### config.mk
export PLATFORM = sky130hd
export DESIGN_NAME = div_clk_meter
export DESIGN_NICKNAME = d
export VERILOG_FILES = /design/src/rtl/div_pkg.sv /design/src/rtl/sync_edge.sv /design/src/rtl/div_clk_meter.sv
export SDC_FILE = /design/constraint.sdc
export NUM_CORES = 1
export LEC_CHECK = 0
export ABC_AREA = 0
export ABC_CLOCK_PERIOD_IN_PS = 2250
export BUFFER_PORTS_ARGS = -buffer_cell sky130_fd_sc_hd__buf_2
export CORE_MARGIN = 5
export CORE_UTILIZATION = 42
export CTS_BUF_LIST = sky130_fd_sc_hd__clkbuf_16
export DETAILED_ROUTE_END_ITERATION = 6
export GPL_ROUTABILITY_DRIVEN = 0
export PLACE_DENSITY = 0.7
export SKIP_LAST_GASP = 1
export SLEW_MARGIN = 10
export SYNTH_ARGS = -nofsm -noshare
export SYNTH_HDL_FRONTEND = slang
export SYNTH_SLANG_ARGS = --single-unit
export TNS_END_PERCENT = 100
### constraint.sdc
create_clock -name i_clk_in -period 2.25 [get_ports i_clk_in]
set_clock_uncertainty 0.1 [all_clocks]
set_input_delay 0.1125 -clock i_clk_in [delete_from_list [all_inputs] [get_ports i_clk_in]]
set_output_delay 0.1125 -clock i_clk_in [all_outputs]
set_load 0.05 [all_outputs]
### src/rtl/div_pkg.sv
// Purpose: shared definitions for the clock-divider family (state encoding, width helper).
// Latency: n/a (package only).
// Backpressure: n/a.
package div_pkg;

   // State encodings, shared with other divider-family blocks that decode state.
   localparam logic [1:0] S_IDLE    = 2'd0;
   localparam logic [1:0] S_MEASURE = 2'd1;
   localparam logic [1:0] S_LOCKED  = 2'd2;

   typedef enum logic [1:0] {
      ST_IDLE    = S_IDLE,
      ST_MEASURE = S_MEASURE,
      ST_LOCKED  = S_LOCKED
   } div_state_t;

   // The period counter must hold the timeout value 2*K.
   function automatic int div_cw(input int k);
      return $clog2(2 * k) + 1;
   endfunction

endpackage

### src/rtl/sync_edge.sv
// Purpose: two-flop synchronizer for an asynchronous level, plus a rising-edge pulse.
// Latency: o_rise is high in the cycle after the second sync flop captures the high level.
// Backpressure: none; one pulse per sampled 0->1 transition.
// Ports: i_clk (sampling clock), i_rst (sync active-high), i_async (async level),
//        o_rise (one-cycle pulse in the i_clk domain).
module sync_edge (
   input  logic i_clk,
   input  logic i_rst,
   input  logic i_async,
   output logic o_rise
);

   logic r_meta;
   logic r_sync;
   logic r_sync_d;

   always_ff @(posedge i_clk) begin
      if (i_rst) begin
         r_meta   <= 1'b0;
         r_sync   <= 1'b0;
         r_sync_d <= 1'b0;
      end else begin
         r_meta   <= i_async;
         r_sync   <= r_meta;
         r_sync_d <= r_sync;
      end
   end

   assign o_rise = r_sync & ~r_sync_d;

endmodule

### src/rtl/div_clk_meter.sv
// Purpose: measures the period of a divided clock in i_clk_in cycles, tracks lock and errors.
// Latency: period/period_vld registered 3 i_clk_in edges after i_div_in rises (sync + edge).
// Backpressure: none; o_period_vld is a one-cycle pulse per accepted rise.
// Ports: i_clk_in (reference clock), i_rst_ (sync active-high reset), i_div_in (async divided
//        clock), i_err_clr (pulse, clears sticky err), o_period (last period), o_period_vld
//        (update pulse), o_locked (K +/- TOL for LOCK_CNT periods), o_err (sticky fault).
module div_clk_meter
   import div_pkg::*;
#(
   parameter  int K        = 16,
   parameter  int TOL      = 1,
   parameter  int LOCK_CNT = 4,
   localparam int CW       = div_cw(K)
) (
   input  logic          i_clk_in,
   input  logic          i_rst_,
   input  logic          i_div_in,
   input  logic          i_err_clr,
   output logic [CW-1:0] o_period,
   output logic          o_period_vld,
   output logic          o_locked,
   output logic          o_err
);

   localparam int              GW      = $clog2(LOCK_CNT + 1);
   localparam logic [CW-1:0]   CNT_MAX = CW'(2 * K);
   localparam logic [CW:0]     K_X     = (CW + 1)'(K);
   localparam logic [CW:0]     TOL_X   = (CW + 1)'(TOL);
   localparam logic [GW-1:0]   LAST_GOOD = GW'(LOCK_CNT - 1);

   div_state_t    r_state, w_state_nxt;
   logic [CW-1:0] r_cnt;
   logic [GW-1:0] r_good_cnt, w_good_nxt;
   logic [CW-1:0] r_period, w_period_nxt;
   logic          r_period_vld, w_vld_nxt;
   logic          r_locked, w_locked_nxt;
   logic          r_err, w_err_nxt, w_err_set;

   logic          w_rise;
   logic          w_tmo;
   logic [CW:0]   w_meas_x;
   logic [CW:0]   w_diff;
   logic          w_good;

   sync_edge u_sync_edge (
      .i_clk   (i_clk_in),
      .i_rst   (i_rst_),
      .i_async (i_div_in),
      .o_rise  (w_rise)
   );

   // Compare one bit wider than the counter so |cnt - K| never wraps.
   assign w_meas_x = {1'b0, r_cnt};
   assign w_diff   = (w_meas_x >= K_X) ? (w_meas_x - K_X) : (K_X - w_meas_x);
   assign w_good   = (w_diff <= TOL_X);
   // Saturated counter with no edge this cycle: divided clock considered stalled.
   assign w_tmo    = (r_cnt == CNT_MAX) && !w_rise;

   always_comb begin
      w_state_nxt  = r_state;
      w_good_nxt   = r_good_cnt;
      w_period_nxt = r_period;
      w_vld_nxt    = 1'b0;
      w_locked_nxt = r_locked;
      w_err_set    = 1'b0;
      case (r_state)
         ST_IDLE: begin
            // First edge after reset only starts the counter; that period is partial.
            if (w_rise) w_state_nxt = ST_MEASURE;
         end
         ST_MEASURE: begin
            if (w_rise) begin
               w_period_nxt = r_cnt;
               w_vld_nxt    = 1'b1;
               if (w_good) begin
                  if (r_good_cnt == LAST_GOOD) begin
                     w_state_nxt  = ST_LOCKED;
                     w_locked_nxt = 1'b1;
                  end
                  w_good_nxt = r_good_cnt + 1'b1;
               end else begin
                  w_good_nxt = '0;
               end
            end else if (w_tmo) begin
               w_good_nxt = '0;
            end
         end
         ST_LOCKED: begin
            if (w_rise) begin
               w_period_nxt = r_cnt;
               w_vld_nxt    = 1'b1;
               if (!w_good) begin
                  w_err_set    = 1'b1;
                  w_locked_nxt = 1'b0;
                  w_good_nxt   = '0;
                  w_state_nxt  = ST_MEASURE;
               end
            end else if (w_tmo) begin
               w_err_set    = 1'b1;
               w_locked_nxt = 1'b0;
               w_good_nxt   = '0;
               w_state_nxt  = ST_MEASURE;
            end
         end
         default: begin
            w_state_nxt  = ST_IDLE;
            w_locked_nxt = 1'b0;
            w_good_nxt   = '0;
         end
      endcase
      // A new fault in the same cycle as a clear request keeps err set.
      w_err_nxt = w_err_set ? 1'b1 : (i_err_clr ? 1'b0 : r_err);
   end

   always_ff @(posedge i_clk_in) begin
      if (i_rst_) begin
         r_state      <= ST_IDLE;
         r_cnt        <= '0;
         r_good_cnt   <= '0;
         r_period     <= '0;
         r_period_vld <= 1'b0;
         r_locked     <= 1'b0;
         r_err        <= 1'b0;
      end else begin
         r_state      <= w_state_nxt;
         r_good_cnt   <= w_good_nxt;
         r_period     <= w_period_nxt;
         r_period_vld <= w_vld_nxt;
         r_locked     <= w_locked_nxt;
         r_err        <= w_err_nxt;
         if (w_rise) begin
            r_cnt <= CW'(1);
         end else if (r_state != ST_IDLE && r_cnt != CNT_MAX) begin
            r_cnt <= r_cnt + 1'b1;
         end
      end
   end

   assign o_period     = r_period;
   assign o_period_vld = r_period_vld;
   assign o_locked     = r_locked;
   assign o_err        = r_err;

endmodule
======== Word level (Yosys, flattened, before mapping) ========
Cells that the tools add are included.
storage, ports and cells
  output and inout port bits .............. 9
  word-level logic and storage cells ...... 77
  bits in registers ....................... 23
cells by class
  bitwise gates (word level) .............. 4
  muxes and demuxes ....................... 31
  magnitude comparators ................... 2
  equality and inequality tests ........... 11
  reductions and logical operators ........ 14
  $add $sub $neg .......................... 4
operators with widths
  operator                                                                             count
  1-bit 2-to-1 mux                                                                     15
  3-bit 2-to-1 mux                                                                     5
  2-bit 2-to-1 mux                                                                     7
  6-bit AND reduction                                                                  2
  3-bit one-hot mux with 3 select lines                                                1
  2-bit inequality test, second input constant                                         4
  7-bit by 1-bit <= comparator with 1-bit output, second input constant                1
  7-bit 2-to-1 mux                                                                     1
  5-bit by 6-bit subtractor with 7-bit output, first input constant                    1
  6-bit by 5-bit subtractor with 7-bit output, second input constant                   1
  6-bit by 1-bit adder with 6-bit output, second input constant                        1
  6-bit == test, second input constant                                                 1
  6-bit by 5-bit greater-or-equal comparator with 1-bit output, second input constant  1
  3-bit inequality test, second input constant                                         2
  6-bit inequality test, second input constant                                         1
  2-bit one-hot mux with 3 select lines                                                1
  2-bit nonzero test                                                                   3
  2-bit OR reduction                                                                   3
  2-bit AND reduction                                                                  2
  3-bit by 1-bit adder with 3-bit output, second input constant                        1
  3-bit by 2-bit == test with 1-bit output, second input constant                      1
  1-bit NOT                                                                            3
  1-bit one-hot mux with 3 select lines                                                1
  2-bit by 1-bit == test with 1-bit output, second input constant                      1
  other kinds (5)                                                                      6

======== Depth between registers and ports, before layout ========
Gate-level depths: netlist of the first run.
  depth after elaboration ................. 8
  gate-level depth with buffers ........... 8

======== Hierarchy ========
Synthesis of the first run repeated with hierarchy kept, for this count alone.
second synthesis, totals
  cell total of the unflattened synthesis .. 137
  area, all modules ....................... 1207.4 um^2
modules (own cells, without submodules)
  module         area an instance (um^2)  cells an instance  seq. area each (um^2)  times used
  div_clk_meter  1119.8                   130                400.4                  1
  sync_edge      87.6                     7                  60.1                   1

======== Least setup slack after synthesis of the first run ========
No wires, ideal clock.
  path type ............................... flip-flop to flip-flop
  start point ............................. reg r_cnt[0]
  end point ............................... reg r_state[1]
  cell stages (with the launch flop) ...... 8
  path buffers ............................ 0
  library setup time ...................... 0.071 ns
  path slack .............................. 0.179 ns
  required time ........................... 2.079 ns
  arrival time ............................ 1.900 ns
  cells stage by stage .................... dfxtp_1 inv_1 ha_1 maj3_2 o31a_1 o21a_1 or3_1 a21oi_1
on the way
  word-level cells in the longest chain between the ends .. 5
  elaborated cells on any way between the ends .. 11
  classes of those cells .................. add/sub: 2; order compare: 2; eq/ne: 4; mux: 1; reduce/logical: 2
RTL lines
  element                                                                          RTL line              source
  start, declared                                                                  div_clk_meter.sv:32   logic [CW-1:0] r_cnt;
  start signal, assigned                                                           div_clk_meter.sv:134  r_cnt <= r_cnt + 1'b1;
  5-bit by 6-bit subtractor with 7-bit output, or another cell as far along        div_clk_meter.sv:54   assign w_diff = (w_meas_x >= K_X) ? (w_meas_x - K_X) : (K_X - w_meas_x);
  7-bit 2-to-1 mux                                                                 div_clk_meter.sv:54
  7-bit by 1-bit <= comparator with 1-bit output                                   div_clk_meter.sv:55   assign w_good = (w_diff <= TOL_X);
  3-bit inequality test (no line) / 2-bit inequality test (equally long branches)  n/a
  6-bit AND reduction (no line) (*)                                                n/a
  end signal, assigned                                                             div_clk_meter.sv:125  r_state <= w_state_nxt;
  end, declared                                                                    div_clk_meter.sv:31   div_state_t r_state, w_state_nxt;
Every way passes the cells marked *; elsewhere a longest branch is shown, timed or not.
A chain may end at the register's enable or synchronous reset.

======== Worst setup path in the final report of the first run ========
  start point ............................. reg r_cnt[1]
  end point ............................... reg r_state[1]
The elaborated chain is that of the path after synthesis.

==> impl_metrics.py, run 1 <==
metrics = {
    "worst_setup_path": {
        "critPathRequiredTime_ns": 2.34,
        "reg2reg_slack_ns": 0.12,
        "max_stage_delay_ns": 0.37,
        "path_class": "reg -> reg",
        "crit_buf_inv": 1,
        "crit_slowest_cell": "dfxtp_2",
        "worst_setup_path_end_kind": "register",
        "crit_arrival_ns": 2.22,
        "critical-path-top-delay-family": "compound AO/OA/AOI/OAI gates",
        "startpoint_type": "register",
        "worstPathMaxFanout": 6,
        "path_cells": "inv_1 -> ha_1 -> maj3_2 -> o31a_1 -> o21a_1 -> or3_1 -> a21oi_1",
    },
    "floorplanning": {
        "placementRows": 18,
        "dieArea_um2": 3852,
        "dieHeight_um": 62.07,
        "core_um2": 2545,
        "die_x_um": 62.07,
        "ios": 13,
        "start_util": 0.4474,
    },
    "global_route": {
        "grt_max_degree": 21,
        "grt_overflow": 0,
        "grt_antenna_before_repair": 0,
        "grt_pass1_vias": 898,
        "grt_pass1_wl_mm": 3.974,
        "grt_usage": 0.1404,
    },
    "power": {
        "ir_drop_mv": 0.6930,
        "p_per_area_nw_per_um2": 889.7,
        "power.leakage_nw": 0.5703,
    },
    "sta": {
        "hold_viol": 0,
        "fmax_ghz": 0.4697,
        "fin_crit_sh": 0.9463,
        "setup_viol": 0,
        "post-route-min-period_ns": 2.129,
        "worstMarginPinSlew_ns": 0.4449,
        "fin_tns_setup_ns": 0,
        "rsz0062_at_grt": "false",
        "relSlewSlack": 0.7025,
        "slew_viol_final": 0,
    },
    "routing": {
        "vias": 966,
        "drtPass1Iterations": 4,
        "ant_nets": 0,
        "avgViaCountPerCell": 5.489,
        "drtIter0Drc": 37,
        "totalWireLength_mm": 2.359,
        "wl_per_cell_um": 13.40,
        "drc": 0,
    },
    "layout": {
        "layout_commonest_cell": "dfxtp_1",
        "nets": 159,
        "fin_util": 0.5265,
        "drive_above_1_share": 0.1849,
        "syn_to_final_growth_pct": 17.69,
        "layout_common_cells": "dfxtp_1, nor2_1, buf_2",
        "antenna_cells": 0,
        "postLayoutCellArea_um2": 1340,
        "nFillCells": 228,
    },
    "synth": {
        "yosysTopAreaCell": "dfxtp_1",
        "syn-cell-area_um2": 1139,
        "synthFlopType": "dfxtp_1",
        "avgSynthCellArea_um2": 8.692,
        "yosysTopAreaCellShare": 0.4044,
        "synthCells": 131,
        "synth.distinct_cells": 35,
        "yosys_warnings": 0,
        "yosysSeqAreaShare": 0.4044,
        "syn_nets": 143,
        "synth_edf_count": 0,
        "synth_seq_cells": 23,
        "ys_async_sr_fraction": 0,
        "synthTopCellsByArea": "dfxtp_1, ha_1, nor2_1",
    },
    "place": {
        "port_buffers": 12,
        "hpwl_mm": 1.629,
        "place_area_um2": 1235,
    },
    "job": {
        "maxCapViolations": 0,
    },
    "clock_tree": {
        "ctsLongestPathBuffers": 2,
        "numCtsBuffers": 3,
        "cts_tree": "built",
        "clk_pin_slew_ns": 0.06,
        "clock_latency_ns": 0.26,
        "root_buffer": "clkbuf_16",
        "cts_max_level": 1,
        "clock_sinks": 23,
    },
    "outcome": {
        "status": "completed",
    },
    "min_path": {
        "hold_path_class": "in -> reg",
    },
}
## worst reg2reg max path: cells and delay by family (launching register included)
kind,cells,cell delay [ns]
adders and majority gates,2,0.51
and+or+nand+nor,1,0.35
DFF,1,0.37
buffers and inverters,1,0.07
AOI/OAI and AO/OA,3,0.66
## metal layers
| layer | track usage | wire length, um | vias up |
|---|---|---|---|
| met1 | 0.1629 | 1074 | 455 |
| met4 | 0.07273 | 46 | 0 |
| met2 | 0.2441 | 1148 | 16 |
| met3 | 0.02479 | 89 | 5 |
| met5 | 0 | 0 | - |
| li1 | - | - | 490 |
## layout make-up
cell class / instances / area, um^2 / area share
multi-input cells: 94 / 629.4 / 0.4697
flip-flops and latches: 23 / 462.9 / 0.3455
repair buffers: 17 / 100.1 / 0.07470
clock buffers: 3 / 75.07 / 0.05602
well taps: 30 / 37.54 / 0.02801
inverters: 8 / 30.03 / 0.02241
clock inverters: 1 / 5.005 / 0.003735
## report_power, final
| group | internal, W | switching [W] | total [W] |
|---|---|---|---|
| Sequential | 0.000432 | 0.0000176 | 0.000450 |
| Combinational | 0.000150 | 0.000209 | 0.000359 |
| Clock | 0.000239 | 0.000144 | 0.000383 |
## registers in the layout, indices dropped and copies added, names as in the netlist
name	flops
r_state	2
u_sync_edge.r_meta	1
o_err	1
u_sync_edge.r_sync	1
o_period	6
r_cnt	6
o_period_vld	1
r_good_cnt	3
u_sync_edge.r_sync_d	1
o_locked	1
## logic make-up after synthesis
family	after synthesis	share of synthesized area
compound gates	32	0.1890
xor+xnor	5	0.03847
fa+ha+maj	9	0.09781
buf+inv	14	0.04725
flops	23	0.4044
mux	4	0.03517
simple gates	44	0.1879
## path summary, 6_finish.rpt
kind                                       from                       endpoint  cells past startpoint
setup / recovery          r_cnt[1]$_SDFFE_PP0P_        r_state[1]$_SDFFE_PP0P_                      7
hold / removal                        i_err_clr             o_err$_SDFFE_PP0P_                      3
setup reg to reg          r_cnt[1]$_SDFFE_PP0P_        r_state[1]$_SDFFE_PP0P_                      7
hold reg to reg   u_sync_edge.r_meta$_SDFF_PP0_  u_sync_edge.r_sync$_SDFF_PP0_                      1
## cell usage after synthesis (all sizes together) (3+ instances only)
master / number
nand2b: 3
nor2: 21
dfxtp: 23
inv: 8
mux2i: 4
xor2: 3
a211oi: 5
ha: 8
a21oi: 9
a31oi: 5
nor2b: 4
nand2: 5
clkbuf: 5
o21ai: 5
## repair_timing
| action | 4_1_cts | 5_1_grt |
|---|---|---|
| setup buffers | 0 | 1 |
| resized for setup | 0 | 3 |
| endpoints found under the setup margin | 0 | 3 |
| hold endpoints to repair | 1 | 0 |
| hold buffers | 1 | 0 |
## per-stage QoR
stage | hold WS (ns) | worst slack, ns | total power (W) | instances
floorplan | 0.1407 | 0.1792 | 0.0007183 | 131
global placement | 0.2294 | 0.1723 | 0.0007796 | 170
detailed placement | 0.2357 | 0.1029 | 0.0007919 | 170
CTS | 0.01789 | 0.07275 | 0.001177 | 175
global route | 0.03045 | 0.01165 | 0.001258 | 176
finish | 0.01697 | 0.1209 | 0.001192 | 176
Power figures use the tool's default switching activity.
==> run 2: changes to the inputs <==
--- a/config.mk
+++ b/config.mk
@@ -10,7 +10,6 @@
 export BUFFER_PORTS_ARGS = -buffer_cell sky130_fd_sc_hd__buf_2
 export CORE_MARGIN = 5
 export CORE_UTILIZATION = 42
-export CTS_BUF_LIST = sky130_fd_sc_hd__clkbuf_16
 export DETAILED_ROUTE_END_ITERATION = 6
 export GPL_ROUTABILITY_DRIVEN = 0
 export PLACE_DENSITY = 0.7
==> impl_metrics.py, run 2 (synthesis gave the netlist of run 1 again) <==
metrics = {
    "outcome": {
        "status": "completed",
    },
    "worst_setup_path": {
        "crit_arrival_ns": 2.28,
        "rr_startpoint": "r_cnt[1]$_SDFFE_PP0P_",
        "reg2reg_slack_ns": 0.13,
        "worstPathMaxFanout": 6,
        "reg2reg_depth": 7,
        "worst_setup_path_end_kind": "register",
        "startpoint": "r_cnt[1]$_SDFFE_PP0P_",
        "cp-endpoint": "r_state[1]$_SDFFE_PP0P_",
        "r2r-end": "r_state[1]$_SDFFE_PP0P_",
        "critPathRequiredTime_ns": 2.41,
        "startpoint_type": "register",
        "path_class": "reg -> reg",
    },
    "clock_tree": {
        "clk_pin_slew_ns": 0.13,
        "clock_latency_ns": 0.32,
        "cts_tree": "built",
        "ctsLongestPathBuffers": 2,
        "root_buffer": "clkbuf_4",
        "cts_max_level": 1,
        "numCtsBuffers": 3,
        "clock_sinks": 23,
    },
    "floorplanning": {
        "core_um2": 2545,
        "placementRows": 18,
        "die_x_um": 62.07,
        "ios": 13,
        "dieArea_um2": 3852,
        "start_util": 0.4474,
        "dieHeight_um": 62.07,
    },
    "layout": {
        "nets": 160,
        "fin_util": 0.5103,
        "nFillCells": 238,
        "layout_commonest_cell": "dfxtp_1",
        "syn_to_final_growth_pct": 14.07,
        "drive_above_1_share": 0.1837,
        "layout_common_cells": "dfxtp_1, nor2_1, buf_2",
        "antenna_cells": 0,
    },
    "power": {
        "clockPowerShare": 0.196,
        "switching_share": 0.3500,
        "internal-power_w": 0.0006500,
        "switching_power_w": 0.0003500,
        "pwr-share-seq": 0.449,
        "ir_drop_mv": 0.4276,
        "power.leakage_nw": 0.5513,
        "p_per_area_nw_per_um2": 770.0,
        "comb_power_share": 0.356,
    },
    "sta": {
        "fin_tns_setup_ns": 0,
        "worstMarginPinSlew_ns": 0.4433,
        "rsz0062_at_grt": "false",
        "slew_viol_final": 0,
        "relSlewSlack": 0.7036,
        "post-route-min-period_ns": 2.120,
        "fin_crit_sh": 0.9424,
        "fmax_ghz": 0.4716,
        "hold_viol": 0,
        "holdWs_ns": 0.07035,
        "setup_viol": 0,
    },
    "place": {
        "hpwl_mm": 1.629,
        "port_buffers": 12,
    },
    "routing": {
        "ant_nets": 0,
        "totalWireLength_mm": 2.179,
        "avgViaCountPerCell": 5.328,
        "drtIter0Drc": 19,
        "vias": 943,
        "wl_per_cell_um": 12.31,
        "drtPass1Iterations": 4,
        "drc": 0,
    },
    "global_route": {
        "grt_overflow": 0,
        "grt_antenna_before_repair": 0,
        "grt_pass1_wl_mm": 3.726,
        "grt_max_degree": 21,
        "grt_pass1_vias": 890,
        "grt_usage": 0.1327,
    },
    "min_path": {
        "hold_path_class": "in -> reg",
    },
    "job": {
        "maxCapViolations": 0,
    },
}
==> run 2: worst max-delay path, stage by stage (launching register included) <==
cell and delay [ns]:
dfxtp_2 0.39, inv_1 0.06, ha_1 0.21, maj3_2 0.30, o31a_1 0.31, o21a_1 0.23
or3_1 0.35, a21oi_1 0.12
==> run 2: per-layer routing <==
| layer | vias up | GRT usage | share of wire |
|---|---|---|---|
| met5 | - | 0 | 0 |
| met4 | 0 | 0.09091 | 0.027 |
| met3 | 5 | 0.02893 | 0.040 |
| met2 | 16 | 0.2219 | 0.47 |
| met1 | 433 | 0.1491 | 0.46 |
| li1 | 489 | - | - |
==> run 2: per-stage QoR <==
stage,worst slack (ns),total power [W],instance area [um^2],std cells
2_1_floorplan,0.1792,0.0007183,1139,131
3_3_place_gp,0.1723,0.0007796,1235,170
3_5_place_dp,0.1029,0.0007919,1235,170
4_1_cts,0.08862,0.0009907,1282,176
5_1_grt,0.01952,0.001072,1299,177
6_report,0.1296,0.001000,1299,177
==> run 2: power groups by stage <==
stage | Sequential, W | Clock (W) | Combinational [W]
detailed placement | 0.000458 | 0 | 0.000334
floorplan | 0.000465 | 0 | 0.000253
global route | 0.000452 | 0.000217 | 0.000403
global placement | 0.000455 | 0 | 0.000325
finish | 0.000449 | 0.000196 | 0.000356
CTS | 0.000448 | 0.000204 | 0.000339
==> run 2: area by class of cell <==
| cell class | count | area [um^2] | share of cell area |
|---|---|---|---|
| multi-input cells | 94 | 630.6 | 0.4855 |
| flip-flops and latches | 23 | 462.9 | 0.3565 |
| repair buffers | 18 | 110.1 | 0.08478 |
| well taps | 30 | 37.54 | 0.02890 |
| inverters | 8 | 30.03 | 0.02312 |
| clock buffers | 3 | 22.52 | 0.01734 |
| clock inverters | 1 | 5.005 | 0.003854 |
==> run 2: what timing repair did <==
item / CTS / global route
hold buffers: 2 / 0
hold endpoints to repair: 2 / 0
resized for setup: 0 / 4
setup buffers: 0 / 1
setup endpoints to repair: 0 / 4
==> run 2: how the worst min path moves through the flow <==
stage	cells after the start	start	slack, ns	endpoint
final	2	i_rst_	0.07	o_period[4]$_SDFFE_PP0P_
after global routing	2	i_rst_	0.08	o_period[5]$_SDFFE_PP0P_
after CTS	2	i_rst_	0.07	o_period[4]$_SDFFE_PP0P_
after detailed placement	2	i_div_in	0.24	u_sync_edge.r_meta$_SDFF_PP0_
after global placement	2	i_div_in	0.23	u_sync_edge.r_meta$_SDFF_PP0_
after floorplan	1	i_div_in	0.14	u_sync_edge.r_meta$_SDFF_PP0_
==> run 3: changes to the inputs <==
--- a/config.mk
+++ b/config.mk
@@ -8,6 +8,7 @@
 export ABC_AREA = 0
 export ABC_CLOCK_PERIOD_IN_PS = 2250
 export BUFFER_PORTS_ARGS = -buffer_cell sky130_fd_sc_hd__buf_2
+export CORE_ASPECT_RATIO = 0.75
 export CORE_MARGIN = 5
 export CORE_UTILIZATION = 42
 export DETAILED_ROUTE_END_ITERATION = 6
==> impl_metrics.py, run 3 (synthesis gave the netlist of run 1 again) <==
metrics = {
    "outcome": {
        "status": "completed",
    },
    "worst_setup_path": {
        "critPathRequiredTime_ns": 2.39,
        "worst_setup_path_end_kind": "register",
        "rr_startpoint": "r_cnt[1]$_SDFFE_PP0P_",
        "max_stage_delay_ns": 0.40,
        "reg2reg_slack_ns": 0.07,
        "startpoint_type": "register",
        "crit_arrival_ns": 2.32,
        "r2r-end": "r_state[1]$_SDFFE_PP0P_",
        "path_class": "reg -> reg",
        "critical-path-top-delay-family": "compound AO/OA/AOI/OAI gates",
        "crit_slowest_cell": "dfxtp_4",
        "worstPathMaxFanout": 6,
        "worstSetupPathDepth": 7,
        "path_cells": "inv_1 -> ha_1 -> maj3_2 -> o31a_1 -> o21a_1 -> or3_1 -> a21oi_1",
        "reg2reg_depth": 7,
        "crit_buf_inv": 1,
    },
    "floorplanning": {
        "start_util": 0.4375,
        "ios": 13,
        "dieArea_um2": 3863,
        "dieHeight_um": 55.09,
        "core_um2": 2603,
        "die_x_um": 70.12,
        "placementRows": 16,
    },
    "layout": {
        "nets": 161,
        "antenna_cells": 0,
        "layout_commonest_cell": "dfxtp_1",
        "postLayoutCellArea_um2": 1314,
        "drive_above_1_share": 0.1824,
        "layout_common_cells": "dfxtp_1, nor2_1, buf_2",
        "syn_to_final_growth_pct": 15.38,
    },
    "routing": {
        "wl_per_cell_um": 12.59,
        "avgViaCountPerCell": 5.109,
        "totalWireLength_mm": 2.316,
        "drc": 0,
        "drtIter0Drc": 57,
        "drtPass1Iterations": 4,
        "ant_nets": 0,
        "vias": 940,
    },
    "global_route": {
        "grt_max_degree": 21,
        "grt_pass1_wl_mm": 3.732,
        "grt_overflow": 0,
        "grt_pass1_vias": 833,
        "grt_usage": 0.1241,
        "grt_antenna_before_repair": 0,
    },
    "min_path": {
        "whs_path_depth": 2,
        "hold_end": "o_period[5]$_SDFFE_PP0P_",
        "hold_path_class": "in -> reg",
        "min-delay-start": "i_rst_",
    },
    "place": {
        "port_buffers": 12,
        "place_area_um2": 1242,
        "hpwl_mm": 1.729,
    },
    "sta": {
        "post-route-min-period_ns": 2.181,
        "fmax_ghz": 0.4585,
        "holdWs_ns": 0.07740,
        "hold_viol": 0,
        "fin_crit_sh": 0.9693,
        "setup_viol": 0,
        "rsz0062_at_grt": "false",
        "fin_tns_setup_ns": 0,
        "slew_viol_final": 0,
        "relSlewSlack": 0.7015,
        "worstMarginPinSlew_ns": 0.4465,
    },
    "clock_tree": {
        "root_buffer": "clkbuf_4",
        "clock_sinks": 23,
        "clk_pin_slew_ns": 0.13,
        "ctsLongestPathBuffers": 2,
        "cts_max_level": 1,
        "numCtsBuffers": 3,
        "cts_tree": "built",
        "clock_latency_ns": 0.32,
    },
    "job": {
        "maxCapViolations": 0,
    },
    "power": {
        "power.leakage_nw": 0.5531,
        "p_per_area_nw_per_um2": 769.2,
        "ir_drop_mv": 0.4568,
    },
}
run 3: cell count changes in the layout (fill, tap and decap cells not counted), sizes merged:
| cell | before | now |
|---|---|---|
| buf | 16 | 17 |
| clkbuf | 3 | 4 |
| clkinv | 1 | 0 |
run 3: final cells by class:
class | instances | area, um^2
well taps | 36 | 45.04
multi-input cells | 94 | 629.4
repair buffers | 19 | 117.6
inverters | 8 | 30.03
clock buffers | 4 | 26.28
flip-flops and latches | 23 | 465.4
fillers | 252 | 1289
run 3: timing repair:
| item | in CTS | in global routing |
|---|---|---|
| endpoints found under the setup margin | 0 | 7 |
| endpoints found under the hold margin | 2 | 0 |
| setup buffers | 0 | 2 |
| resized for setup | 0 | 4 |
| hold buffers | 2 | 0 |
run 3: stage by stage:
| step | cells | util | power [W] | setup slack (ns) |
|---|---|---|---|---|
| floorplan | 131 | - | 0.0007183 | 0.1792 |
| global placement | 176 | 0.4774 | 0.0007825 | 0.1713 |
| detailed placement | 176 | 0.4774 | 0.0007962 | 0.06837 |
| CTS | 182 | 0.4952 | 0.0009900 | 0.03120 |
| global route | 184 | 0.5048 | 0.001080 | 0.003770 |
| finish | 184 | 0.5048 | 0.001011 | 0.06897 |
run 3: worst max-delay path by stage:
stage | from | endpoint | slack (ns)
after floorplan | r_cnt[0]$_SDFFE_PP0P_ | r_state[1]$_SDFFE_PP0P_ | 0.18
after global placement | r_cnt[1]$_SDFFE_PP0P_ | r_state[1]$_SDFFE_PP0P_ | 0.17
after detailed placement | r_cnt[1]$_SDFFE_PP0P_ | r_state[1]$_SDFFE_PP0P_ | 0.07
after CTS | r_cnt[1]$_SDFFE_PP0P_ | r_state[1]$_SDFFE_PP0P_ | 0.03
after global routing | r_cnt[1]$_SDFFE_PP0P_ | r_state[1]$_SDFFE_PP0P_ | 0.004
final | r_cnt[1]$_SDFFE_PP0P_ | r_state[1]$_SDFFE_PP0P_ | 0.07
run 3: where the power goes:
group          switching [W]  internal (W)
Combinational       0.000216      0.000154
Clock               0.000123     0.0000692
Sequential         0.0000168      0.000432
Total               0.000355      0.000655
run 3: per-layer routing:
metal,global-route usage,up-vias,part of all wire
met1,0.1654,429,0.51
met2,0.1975,18,0.43
met5,0,-,0
met3,0.04693,5,0.051
met4,0.01911,0,0.0099
li1,-,488,-
